==> config.mk <==
export PLATFORM = sky130hd
export DESIGN_NAME = button_conditioner
export DESIGN_NICKNAME = d
export VERILOG_FILES = /design/src/rtl/button_conditioner.sv
export SDC_FILE = /design/constraint.sdc
export NUM_CORES = 1
export LEC_CHECK = 0
export CORE_MARGIN = 2
export CORE_UTILIZATION = 50
export DETAILED_ROUTE_END_ITERATION = 7
export GPL_TIMING_DRIVEN = 0
export HOLD_SLACK_MARGIN = 0.05
export PLACE_DENSITY = 0.68
export SYNTH_ARGS = -nofsm -noshare
export SYNTH_HDL_FRONTEND = slang
export SYNTH_SLANG_ARGS = --single-unit
==> constraint.sdc <==
create_clock -name Clk -period 4.68 [get_ports Clk]
set_clock_uncertainty 0.1 [all_clocks]
set_input_delay 0.468 -clock Clk [delete_from_list [all_inputs] [get_ports Clk]]
set_output_delay 0.468 -clock Clk [all_outputs]
set_load 0.005 [all_outputs]
==> src/rtl/button_conditioner.sv <==
// Push-button conditioner: per-bit synchronizer, stability-counter debounce, and press pulse.
// Optional press-pulse logic is built only when BTN_PRESS_PULSE_EN is defined; otherwise btn_press is tied low.
module button_conditioner #(
    parameter int N               = 2,
    parameter int SYNC_STAGES     = 2,
    parameter int DEBOUNCE_CYCLES = 100000
) (
    input  logic         Clk,
    input  logic         Reset,
    input  logic [N-1:0] btn_in,
    output logic [N-1:0] btn_level,
    output logic [N-1:0] btn_press
);

    localparam int CW = (DEBOUNCE_CYCLES < 1) ? 1 : $clog2(DEBOUNCE_CYCLES + 1);
    localparam logic [CW-1:0] CNT_LAST = CW'(DEBOUNCE_CYCLES - 1);
    localparam logic [CW-1:0] CNT_ONE  = CW'(1);

    // Stage 0 may go metastable; only the last stage feeds the debounce logic.
    logic [SYNC_STAGES-1:0][N-1:0] r_sync;
    logic [N-1:0]                  r_level;
    logic [CW-1:0]                 r_cnt [N];

    logic [N-1:0] w_sync_q;
    logic [N-1:0] w_differ;
    logic [N-1:0] w_expire;
    logic [N-1:0] w_accept;

    always_ff @(posedge Clk or posedge Reset) begin
        if (Reset) begin
            r_sync <= '0;
        end else begin
            r_sync <= {r_sync[SYNC_STAGES-2:0], btn_in};
        end
    end

    assign w_sync_q = r_sync[SYNC_STAGES-1];
    assign w_differ = w_sync_q ^ r_level;

    always_comb begin
        w_expire = '0;
        for (int i = 0; i < N; i++) begin
            w_expire[i] = (r_cnt[i] == CNT_LAST);
        end
    end

    assign w_accept = w_differ & w_expire;

    // Any cycle where the synchronized value matches the accepted one restarts the window.
    always_ff @(posedge Clk or posedge Reset) begin
        if (Reset) begin
            r_level <= '0;
            for (int i = 0; i < N; i++) begin
                r_cnt[i] <= '0;
            end
        end else begin
            for (int i = 0; i < N; i++) begin
                if (!w_differ[i]) begin
                    r_cnt[i] <= '0;
                end else if (w_expire[i]) begin
                    r_level[i] <= w_sync_q[i];
                    r_cnt[i]   <= '0;
                end else begin
                    r_cnt[i] <= r_cnt[i] + CNT_ONE;
                end
            end
        end
    end

    assign btn_level = r_level;

`ifdef BTN_PRESS_PULSE_EN
    logic [N-1:0] r_press;

    // Registered alongside the level so the pulse coincides with the rising level.
    always_ff @(posedge Clk or posedge Reset) begin
        if (Reset) begin
            r_press <= '0;
        end else begin
            r_press <= w_accept & w_sync_q;
        end
    end

    assign btn_press = r_press;
`else
    assign btn_press = '0;
`endif

endmodule

== Yosys cells after proc, flatten, opt, wreduce, memory -nomap -nowiden ==
Cells that the tools add are included.

* Add/subtract/negate cells: 2
* Order comparisons: 0
* Div/mod/pow operators: 0
* Bitwise logic cells: 1
* Shift operators: 0
* Eq/ne operators: 2
* Muxes and demuxes: 4
* Multiply operators: 0
* Reductions and logical operators: 2

{| class="wikitable"
|+ Operators with widths
! cell !! number
|-
| 17-bit two-way mux || 4
|-
| 17-bit by 1-bit adder with 17-bit output, second input constant || 2
|-
| 17-bit equality test, second input constant || 2
|-
| 2-bit AND reduction || 2
|-
| 2-bit bitwise XOR || 1
|}

* Memories: 0
* Word-level logic and storage cells: 17
* Output and inout bits: 4
* Register bits after elaboration: 40
* Bits in latches: 0
* Bits in writable memories: 0
* ROM bits: 0
* Input bits: 4

== Depth between registers and ports, before layout ==
* Depth in word-level cells: 3
* Depth in mapped cells: 6
* Mapped depth without buffers: 5

== Least setup slack after synthesis ==
Ideal clock, no wire load.

* Path type: register to register
* Start point: register r_cnt[6] (netlist name)
* End point: register r_level[1] (netlist: btn_level[1])
* Period minus slack after synthesis: 1,584 ps
* Arrival: 1,360 ps
* Data required time: 4,455 ps
* Library setup time: 125 ps
* Buffers on the path: 0
* Setup slack: 3,096 ps
* Stages on the path, launching flop included: 5
* Cells stage by stage: dfrtp_1 nor4b_1 nand4_1 nor2_1 mux2_2

* Word-level cells in the longest chain between the ends: 2

{| class="wikitable"
|+ Ends and longest elaborated chain
! element !! line !! source
|-
| start, declared || 22 || <nowiki>logic [CW-1:0] r_cnt [N];</nowiki>
|-
| start signal, assigned by index || 64 || <nowiki>r_cnt[i] <= r_cnt[i] + CNT_ONE;</nowiki>
|-
| 17-bit equality test || 43 || <nowiki>w_expire[i] = (r_cnt[i] == CNT_LAST);</nowiki>
|-
| 2-bit AND reduction (no source line) || - ||
|-
| end signal, assigned by index || 61 || <nowiki>r_level[i] <= w_sync_q[i];</nowiki>
|-
| end, declared || 21 || <nowiki>logic [N-1:0] r_level;</nowiki>
|}

No other way between the ends.
A chain may end at the register's enable or synchronous reset.

== Final worst setup path ==
* Start point: register r_cnt[23] (netlist name)
* End point: register r_cnt[29] (netlist name)

* Word-level cells in the longest chain between the ends: 3
* Elaborated cells on any way between the ends: 4
* Classes of those cells: add/sub (1); eq/ne (1); mux (2)

{| class="wikitable"
|+ Ends and longest elaborated chain
! element !! line !! source
|-
| 17-bit by 1-bit adder with 17-bit output or 17-bit equality test (tied branches) || 64, 43 ||
|-
| 17-bit two-way mux (*) || 60 || <nowiki>end else if (w_expire[i]) begin</nowiki>
|-
| 17-bit two-way mux (*) || 58 || <nowiki>if (!w_differ[i]) begin</nowiki>
|}

Every way passes the cells marked *; elsewhere a longest branch is shown, timed or not.

==> metrics.md <==
| Metric | Value |
|---|---|
| VDD IR-drop max | 0.230 mV |
| R2R setup slack | roughly 2.9 ns |
| Ant. Diodes | 0 |
| Critical Path Fanout Max | 10 |
| Cells after DPL | around 240 |
| TritonCTS sink count | 40 |
| Setup TNS | 0 ns |
| Die height | 66.3 µm |
| Final ANT Viol Nets | 0 |
| CTS tree | yes |
| # Post-CTS Setup Buffers | 0 |
| Wirelength per Cell | between 10 and 15 µm |
| Final Power | 0.620 mW |
| Arr. time, crit path | 1.87 ns |
| Fraction of layout cells with a size suffix above 1 | between 10 and 15% |
| Vias per cell | 5.41 |
| Worst-margin pin slew | 0.783 ns |
| #FFs+latches synth | 40 |
| Status | finished clean |
| Yosys top cell area share | around 52% |
| Period utilization | between 30% and 40% |
| CP Data Required Time | roughly 4.8 ns |
| Worst Hold Depth | 0 |
| FP Rows | 22 |
| Largest net degree at the start of global routing | 41 |
| Dpl hpwl | between 2000 and 2500 µm |
| Kind of critical path | flop to flop |
| R2R cell count | 5 |
| Die width | between 60 and 70 µm |
| Gpl congestion | between 0.8 and 0.9 |
| Critical path capture point type | flop |
| Initial antenna violation count | 0 |
| Hold_buf cts | 0 |
| Final nets | 204 |
| Post-synth EDFFs | 0 |
| Hold wc startpoint | r_sync[1]$_DFF_PP0_ |
| Setup WS post-layout | roughly 2.9 ns |
| Vias in the first global route | ~1,300 |
| Synth unique cells | 26 |
| Min Clock Period, post-route | around 1.8 ns |
| Synth area leaders | dfrtp_1 52%, xnor2_1 11%, nor2_1 7.2% |
| Max H-tree Level | 2 |
| Final Max Tran Viols | 0 |
| Clk_lat worst skew | between 0.2 and 0.3 ns |
| Worst hold endpoint | w_sync_q[1]$_DFF_PP0_ |
| Max-Cap Viols | 0 |
| Clock buffer depth | 2 |
| Die Area | approximately 4400 µm² |
| Min-Delay Path Class | flop to flop |
| Drt pass-1 iters | 4 |
| Post-CTS Resized | 0 |
| Drt initial violations | 65 |
| Overall routed net length | approximately 3300 µm |
| Avg Cell Area, Syn | about 10 µm² |
| Yosys warns | 0 |
| CTS root buffer | clkbuf_8 |
| Reg-to-reg critical path endpoint | r_cnt[29]$_DFF_PP0_ |
| Leading area contributor after synthesis | dfrtp_1 |
| # DRC | 0 |
| Mapped Cells | ~190 |
| FFs w/ async S/R, synth | 100% |
| Unrepaired setup endpoints after global routing | no |
| Pre-CTS setup slack | roughly 2.9 ns |
| Mapped Area | 1940 µm² |
| CTS buffer count | 5 |
| Max-slew headroom | a little under half |
| Non-Filler Instances | 247 |
| R2r startpoint | r_cnt[23]$_DFF_PP0_ |
| Global-route wire length before repair | just over 6000 µm |
| CTS clk-pin slew, worst paths | 0.08 ns |
| Core area | around 3700 µm² |
| Final Hold Fails | 0 |
| Vias | 1,336 |
| Area Growth Syn to Fin | 10.9% |
| Post-synthesis sequential area ratio | between 50 and 60% |
| Setup violations, final | 0 |
| Starting Density | 52.5% |
| Tot GR Track Use | 18.8% |
| Pleak | about 0.87 nW |
| Synth Flop Type | dfrtp_1 |
| IO buf count | 5 |
| Grt total ovfl | 0 |
| Worst setup SP type | flop |
| Ports | 8 |
| Power density over the cells | 288 nW/µm² |
| Max Clk Rate | 559 MHz |
[synthesized netlist by cell type (2+ instances only)]
cell and instances:
dfrtp_1 40, nor2_1 37, xnor2_1 24, nand3_1 11
nand4_1 10, nor4_1 10, nand2_1 9, nor3_1 9
xor2_1 8, inv_1 6, and4_1 2, buf_4 2
ha_1 2, mux2_2 2, nand4_4 2
[registers in the layout, summed over array words and instances, names as in the netlist]
register   flops
btn_level      2
r_cnt         34
r_sync         2
w_sync_q       2
[layout by cell type, fill, tap and decap left out]
cell type         n
o21ai_4           1
buf_6             1
dfrtp_1          40
xor2_1            8
conb_1            2
buf_8             1
nand3_1          11
inv_1             5
buf_4             2
nor4_1           10
nand4bb_1         1
and4bb_2          1
nand4_4           2
xnor2_1          24
ha_1              2
inv_2             1
nor4b_1           1
and4_1            2
clkdlybuf4s50_1   5
nand2_1           9
clkbuf_8          6
mux2_2            2
nor4_2            1
nand4_1          10
clkinvlp_4        2
clkbuf_2          1
nor3_1            9
and2_1            1
a41o_2            1
nor2_1           37
[worst max-delay path by stage]
stage / start / to / slack (ns)
6_report: r_cnt[23]$_DFF_PP0_ / r_cnt[29]$_DFF_PP0_ / 2.89
4_1_cts: btn_level[1]$_DFFE_PP0P_ / btn_level[1] / 2.90
3_3_place_gp: Reset / r_cnt[9]$_DFF_PP0_ / 2.43
5_1_grt: r_cnt[6]$_DFF_PP0_ / r_cnt[12]$_DFF_PP0_ / 2.77
2_1_floorplan: r_cnt[6]$_DFF_PP0_ / btn_level[1]$_DFFE_PP0P_ / 3.10
3_5_place_dp: r_cnt[17]$_DFF_PP0_ / r_cnt[33]$_DFF_PP0_ / 2.93
[through the flow]
| step | utilization (%) | hold WS (ns) | cell area (µm²) |
|---|---|---|---|
| after floorplan | - | 0.231 | 1940 |
| after global placement | 55.6 | 0.241 | 2050 |
| after detailed placement | 55.6 | 0.246 | 2050 |
| after CTS | 58.3 | 0.264 | 2150 |
| after global routing | 58.3 | 0.281 | 2150 |
| final | 58.3 | 0.262 | 2150 |
[cell families (layout without fill, tap and decap cells)]
family	count (synthesis)	count (layout)	synth area share, %
xor gates and xnor gates	32	32	14.5
AOI/OAI and AO/OA	2	2	1.42
DFF	40	40	51.6
adders and majority gates	2	2	1.29
other	1	2	0.193
and+or+nand+nor	95	95	26.3
buffers and inverters	11	24	3.55
muxes	2	2	1.16
[report_power, final]
group	switching, mW	leakage [nW]	internal [mW]
Combinational	0.0171	0.280	0.0106
Sequential	0.00596	0.545	0.351
Clock	0.116	0.0434	0.119
[area by class of cell]
class,count,area (µm²)
clock buffer,6,82.6
clock inverter,2,15.0
tap,48,60.1
inverter,6,22.5
sequential,40,1000
multi-input combinational,135,872
timing repair buffer,5,50.0
buffer,5,46.3
fill,332,1540
[worst max-delay path, cell delays in order, from the launching register on]
cell	delay, ns
dfrtp_1	0.46
nand4bb_1	0.23
nor4_2	0.33
a41o_2	0.35
buf_8	0.15
nor2_1	0.05
[metal layers]
| layer | GRT usage (%) | up-vias | wire length (µm) |
|---|---|---|---|
| li1 | - | 659 | - |
| met1 | 26.8 | 647 | 1590 |
| met2 | 28.1 | 27 | 1540 |
| met3 | 5.45 | 3 | 165 |
| met4 | 4.85 | 0 | 23 |
| met5 | 0 | - | 0 |
Power figures use the tool's default switching activity.
